### config.mk
export PLATFORM = sky130hd
export DESIGN_NAME = shift_register
export DESIGN_NICKNAME = d
export VERILOG_FILES = /design/src/rtl/shift_register_pkg.sv /design/src/rtl/shift_register_rst_sync.sv /design/src/rtl/shift_register.sv
export SDC_FILE = /design/constraint.sdc
export NUM_CORES = 1
export LEC_CHECK = 0
export BUFFER_PORTS_ARGS = -buffer_cell sky130_fd_sc_hd__buf_2
export CAP_MARGIN = 0
export CORE_AREA = 3 3 40 42
export CTS_CLUSTER_DIAMETER = 80
export DETAILED_ROUTE_END_ITERATION = 16
export DIE_AREA = 0 0 43 45
export PLACE_DENSITY_LB_ADDON = 0.05
export SLEW_MARGIN = 20
export SYNTH_ARGS = -nofsm -noshare
export SYNTH_HDL_FRONTEND = slang
export SYNTH_SLANG_ARGS = --single-unit
### constraint.sdc
create_clock -name clk -period 0.8 [get_ports clk]
set_input_delay 0.16 -clock clk [delete_from_list [all_inputs] [get_ports clk]]
set_output_delay 0.16 -clock clk [all_outputs]
set_load 0.05 [all_outputs]
### src/rtl/shift_register_pkg.sv
// ---------------------------------------------------------------------------
// shift_pkg
//   Shared constants for the shift_register block.
//   DIR_RIGHT / DIR_LEFT : encodings of the shift_left port value.
//   WIDTH_DEFAULT        : default register length in bits.
// ---------------------------------------------------------------------------
package shift_pkg;

    localparam logic DIR_RIGHT     = 1'b0;   // shift toward LSB
    localparam logic DIR_LEFT      = 1'b1;   // shift toward MSB
    localparam int   WIDTH_DEFAULT = 8;

endpackage : shift_pkg

### src/rtl/shift_register_rst_sync.sv
// ---------------------------------------------------------------------------
// rst_sync
//   Two-flop reset synchroniser. Reset assertion passes through at once,
//   independent of clk. Reset release reaches the output on the second
//   rising clk edge after the input goes high.
// Ports
//   clk         : input   rising-edge clock
//   rst_n       : input   asynchronous active-low reset
//   rst_sync_n  : output  active-low reset; asserts asynchronously,
//                         releases synchronously to clk
// ---------------------------------------------------------------------------
module rst_sync (
    input  logic clk,
    input  logic rst_n,
    output logic rst_sync_n
);

    logic meta_n;

    // NOTE: sequential state uses non-blocking assignments, so both flops
    // sample their pre-edge values and the release takes two full edges.
    always_ff @(posedge clk or negedge rst_n) begin
        if (!rst_n) begin
            meta_n     <= 1'b0;
            rst_sync_n <= 1'b0;
        end else begin
            meta_n     <= 1'b1;
            rst_sync_n <= meta_n;
        end
    end

endmodule : rst_sync

### src/rtl/shift_register.sv
// ---------------------------------------------------------------------------
// shift_register
//   Serial-in / parallel-out shift register with run-time direction select.
//   Shifts one bit on every rising clk edge. There is no enable, so the
//   register never holds its value.
// Parameters
//   WIDTH       : register length in bits, 2..64
// Ports
//   clk         : input   rising-edge clock
//   reset       : input   asynchronous active-low reset (asserted when 0)
//   shift_in    : input   serial data bit entering the register
//   shift_left  : input   1 = shift toward MSB, 0 = shift toward LSB
//   q           : output  current register contents
// ---------------------------------------------------------------------------
module shift_register
    import shift_pkg::*;
#(
    parameter int WIDTH = WIDTH_DEFAULT
) (
    input  logic             clk,
    input  logic             reset,
    input  logic             shift_in,
    input  logic             shift_left,
    output logic [WIDTH-1:0] q
);

    // Clears the register the moment reset falls; releases it on the second
    // clk edge after reset rises, so the first shift lands on the third edge.
    logic clr_n;

    rst_sync u_rst_sync (
        .clk        (clk),
        .rst_n      (reset),
        .rst_sync_n (clr_n)
    );

    logic [WIDTH-1:0] q_next;

    always_comb begin
        q_next = q;
        if (shift_left == DIR_LEFT) begin
            q_next = {q[WIDTH-2:0], shift_in};   // MSB falls off
        end else begin
            q_next = {shift_in, q[WIDTH-1:1]};   // LSB falls off
        end
    end

    // NOTE: every register bit is cleared by reset; there is no storage
    // here that can be left unreset.
    always_ff @(posedge clk or negedge clr_n) begin
        if (!clr_n) begin
            q <= '0;
        end else begin
            q <= q_next;
        end
    end

`ifdef ASSERT_ON
    // Register stays clear while the external reset is held low.
    property p_clear_in_reset;
        @(posedge clk) !reset |-> (q == '0);
    endproperty
    a_clear_in_reset : assert property (p_clear_in_reset);

    // After a left shift, the sampled serial bit sits in the LSB.
    property p_left_lsb;
        @(posedge clk) disable iff (!reset)
            ($past(clr_n) && $past(shift_left) == DIR_LEFT) |-> (q[0] == $past(shift_in));
    endproperty
    a_left_lsb : assert property (p_left_lsb);
`endif

endmodule : shift_register

==> results.cfg, run 1 <==
[outcome]
outcome = finished, violations left
failed_checks = negative setup slack

[cts]
clock-root-buffer = clkbuf_4
cts_tree = built
clkTransAtPathRegs_ps = 70
clock_latency_ps = 270
cts.path.max_buffers = 2
numCtsBuffers = 3
htreeDepth = 1
clock-sinks = 10

[pwr]
power_density_nw_per_um2 = 4370
power.internal_mw = 1.68
sequentialPowerShare = 0.304
combPwrFrac = 0.530
clkPwrFrac = 0.165
swShare = 0.383
p_sw_mw = 1.04
cellLeakagePower_nw = 0.301
vdd_drop_max_uv = 2060

[detailed_routing]
wl_um = 724
via_per_inst = 4.29
vias = 240
drtAntennaViolNets = 0
route.detailed.drc = 0
wire_per_inst_um = 12.9
drtIter0Drc = 5
first_pass_iters = 4

[placed_design]
place_hpwl_um = 450
port_buffers = 11
gp_congestion = 0.631
dp_cells = 45

[die]
die_width_um = 43
dieArea_um2 = 1940
die_h_um = 45
core_region_area_um2 = 1280
start_util = 0.300
num_rows = 13
io_pins = 12

[final_layout]
antenna_cells = 0
nNetsFinal = 46
mostFrequentLayoutCells = buf_6, mux2_4, dfrtp_2
post_route_cells_drive_above_1_share = 0.902
filler_cell_count = 122
instances_no_fill = 56
finalCoreUtilization = 0.484
area_growth_pct = 61.4
final_common_cell = buf_6

[grt]
overflow = 0
grt_pass1_wl_mm = 1.19
grt_max_degree = 9
grt_pass1_vias = 258
grtUsageTotal = 0.0930
antenna_found_initial = 0

[critical_path]
crit_path_start = q[2]$_DFF_PN0_
start_kind = register
required_ps = 640
worstPathArrival_ps = 850
cp_slowest_cell = dfrtp_2
r2r_start = q[6]$_DFF_PN0_
timing.rr.end = q[5]$_DFF_PN0_
path_class = reg2out
ff2ff_path_depth = 2
cp_num_buf_inv = 1
slowest_delay_ps = 420
crit_end = q[2]
cp_max_fo = 2
path_cells = buf_6
critical_path_depth = 1
timing.reg2reg.setup_slack_ps = -140
cp-end-kind = output pin
path_delay_family = flip-flops

[flow_run]
max-cap-violations = 0

[timing]
drv_slew = 0
fmax_mhz = 994
finalCritPeriodShare = 1.26
setup_violations = 16
rsz0062_at_grt = true
finClkSkew_ps = 6.52
final.setup.tns_ps = -2470
finalHoldViolCount = 0
min_period_ps = 1010
worst_slack_ps = -206

[min_path]
min_path_type = reg2async

[synth]
yosysSeqAreaShare = 0.649
synth-warning-count = 0
netlist_area_um2 = 385
avgSynthCellArea_um2 = 19.3
synth_seq_cells = 10
yosysUniqueCellTypes = 4
synthCells = 20
synth.net_count = 24
==> area by class of cell <==
type                            instances  area (um2)  share of cell area
Clock buffer                            4        36.3              0.0584
Tap cell                               15        18.8              0.0302
Multi-Input combinational cell          9         124               0.199
Timing Repair Buffer                   18         183               0.294
Sequential cell                        10         260               0.419
==> metal layers <==
layer | track usage | up-vias | wire [um]
li1 | - | 107 | -
met1 | 0.103 | 116 | 307
met2 | 0.126 | 13 | 335
met3 | 0.0717 | 4 | 59
met4 | 0.0542 | 0 | 21
met5 | 0 | - | 0
==> metrics by stage <==
step / area [um2] / hold slack, ps / power (mW) / setup slack (ps)
after floorplan: 395 / -136 / 1.56 / -115
after global placement: 458 / -56.1 / 1.76 / -54.6
after detailed placement: 458 / -53.9 / 1.76 / -59.5
after CTS: 614 / 137 / 2.69 / -206
after global routing: 622 / 144 / 2.85 / -241
final: 622 / 118 / 2.72 / -206
==> power by group through the flow <==
stage                     clock network, mW  logic (mW)  registers [mW]
after floorplan                           0       0.233            1.33
after global placement                    0       0.947           0.816
after detailed placement                  0       0.944           0.819
after CTS                             0.463        1.41           0.811
after global routing                  0.495        1.50           0.854
final                                 0.449        1.44           0.827
==> synth_stat cells <==
| cell type | instances | share of area |
|---|---|---|
| buf_6 | 1 | 0.029 |
| mux2_4 | 8 | 0.31 |
| dfrtp_1 | 10 | 0.65 |
| conb_1 | 1 | 0.0097 |
==> sequential cells by signal (all words and copies together), names as in the netlist <==
signal and flops:
u_rst_sync.rst_sync_n 1, u_rst_sync.meta_n 1, q 8
==> worst min-delay path by stage <==
stage / slack (ps) / endpoint / start / depth (start not counted)
floorplan: -140 / u_rst_sync.meta_n$_DFF_PN0_ / reset / 0
global placement: -60 / u_rst_sync.rst_sync_n$_DFF_PN0_ / reset / 1
detailed placement: -50 / u_rst_sync.rst_sync_n$_DFF_PN0_ / reset / 1
CTS: 140 / q[0]$_DFF_PN0_ / u_rst_sync.rst_sync_n$_DFF_PN0_ / 0
global route: 140 / q[0]$_DFF_PN0_ / shift_in / 2
finish: 120 / q[0]$_DFF_PN0_ / u_rst_sync.rst_sync_n$_DFF_PN0_ / 0
==> logic make-up (layout without fill, tap and decap cells) <==
kind of cell,Yosys count,in the layout,synth area share
DFF,10,10,0.649
other,1,1,0.00973
muxes,8,8,0.312
buffers and inverters,1,22,0.0292
==> what timing repair did <==
action                                  CTS  global route
cloned                                    0             0
endpoints found under the setup margin    9            16
setup buffers                             6             0
hold buffers                              1             0
resized for setup                        20             2
endpoints found under the hold margin     2             0
(Power assumes the default switching activity.)
==> run 2: changes to the inputs <==
Settings changed: BUFFER_PORTS_ARGS -buffer_cell sky130_fd_sc_hd__buf_2 to -buffer_cell sky130_fd_sc_hd__buf_4.
==> run 2 against run 1 <==
Compared with the run above: the run still ends with negative setup slack left; die area is the same; core utilization shrank 0.29 points; first-iteration DRC count shrank 60%; sequential power is essentially flat; count of clock-buffer cells in the layout unchanged; largest power group unchanged.
==> results.cfg, run 2 (synthesis gave the netlist of run 1 again) <==
[die]
core_region_area_um2 = 1280
die_h_um = 45
start_util = 0.300
num_rows = 13
dieArea_um2 = 1940
io_pins = 12
die_width_um = 43

[placed_design]
dp_cells = 45
gp_congestion = 0.597
place_hpwl_um = 483
placed_area_um2 = 485
port_buffers = 11

[final_layout]
antenna_cells = 0
area_growth_pct = 60.4
top_register = q
largest_registers = q (8), u_rst_sync.meta_n (1), u_rst_sync.rst_sync_n (1)
instances_no_fill = 55
nNetsFinal = 45
final_common_cell = buf_6
final_area_um2 = 618
largest_reg_flops = 8
post_route_cells_drive_above_1_share = 0.900
mostFrequentLayoutCells = buf_6, mux2_4, dfrtp_2

[detailed_routing]
vias = 222
via_per_inst = 4.04
first_pass_iters = 4
drtAntennaViolNets = 0
wire_per_inst_um = 12.8
drtIter0Drc = 2
wl_um = 706
route.detailed.drc = 0

[pwr]
power_density_nw_per_um2 = 4320
vdd_drop_max_uv = 1630
cellLeakagePower_nw = 0.297

[cts]
numCtsBuffers = 3
clock-sinks = 10
cts.path.max_buffers = 2
clkTransAtPathRegs_ps = 70
clock_latency_ps = 270
clock-root-buffer = clkbuf_4
cts_tree = built
htreeDepth = 1

[timing]
min_period_ps = 1010
drv_slew = 0
finalHoldViolCount = 0
rsz0062_at_grt = true
worst_slack_ps = -213
setup_violations = 16
finClkSkew_ps = 3.88
worst_hold_slack_ps = 128
finalCritPeriodShare = 1.27
fmax_mhz = 987

[grt]
overflow = 0
grt_pass1_vias = 239
grt_pass1_wl_mm = 1.16
grt_max_degree = 9
grtUsageTotal = 0.0938
antenna_found_initial = 0

[critical_path]
slowest_delay_ps = 430
path_cells = buf_6
critical_path_depth = 1
start_kind = register
cp_max_fo = 2
crit_path_start = q[5]$_DFF_PN0_
r2r_start = q[5]$_DFF_PN0_
worstPathArrival_ps = 850
cp_slowest_cell = dfrtp_2
cp-end-kind = output pin
cp_num_buf_inv = 1
path_delay_family = flip-flops
required_ps = 640
crit_end = q[5]
ff2ff_path_depth = 2
path_class = reg2out
timing.reg2reg.setup_slack_ps = -110
timing.rr.end = q[4]$_DFF_PN0_

[outcome]
failed_checks = negative setup slack
outcome = finished, violations left

[min_path]
min_path_type = reg2async

[flow_run]
max-cap-violations = 0
[run 2: cell count changes in the layout (fill, tap and decap cells not counted), sizes merged]
cell / change
buf: -1
[run 2: what timing repair did]
action                     in CTS  in global routing
setup endpoints to repair      11                 16
hold buffers                    1                  0
hold endpoints to repair        2                  0
buffers inserted                5                  0
gates resized for setup        12                  1
[run 2: worst min-delay path by stage]
stage	from	to	slack, ps	depth (start not counted)
3_5_place_dp	reset	u_rst_sync.rst_sync_n$_DFF_PN0_	-60	1
6_report	u_rst_sync.rst_sync_n$_DFF_PN0_	q[2]$_DFF_PN0_	130	0
3_3_place_gp	reset	u_rst_sync.meta_n$_DFF_PN0_	-60	1
4_1_cts	shift_in	q[0]$_DFF_PN0_	130	2
5_1_grt	shift_in	q[0]$_DFF_PN0_	120	2
2_1_floorplan	reset	u_rst_sync.meta_n$_DFF_PN0_	-140	0
[run 2: report_power, final]
part,total [mW],switching (mW),internal [mW],leakage (nW)
clock,0.457,0.181,0.277,0.0210
combinational,1.39,0.712,0.674,0.166
sequential,0.825,0.139,0.687,0.110
[run 2: through the flow]
stage	power [mW]	setup TNS, ps	util	setup slack, ps
floorplan	1.56	-906	-	-115
global route	2.80	-2760	0.481	-246
finish	2.67	-2310	0.481	-213
global placement	1.86	0	0.378	7.69
CTS	2.68	-2440	0.478	-218
detailed placement	1.87	0	0.378	1.14
[run 2: layout make-up]
type / instances / area [um2]
clock buffer: 4 / 36.3
fill: 114 / 667
multi-input combinational: 9 / 124
sequential: 10 / 260
tap: 15 / 18.8
timing repair buffer: 17 / 179
[run 2: routing by layer]
layer  vias to the layer above  global-route usage  share of wire  routed length (um)
met5                         -                   0              0                   0
met4                         0              0.0361         0.0085                   6
met3                         2              0.0717          0.081                  57
met2                        10               0.117           0.44                 314
met1                       106               0.121           0.46                 328
li1                        104                   -              -                   -
[run 2: worst reg2reg max path: stages, from the launching register on]
cell and delay, ps:
dfrtp_2 430, buf_6 120, mux2_4 250
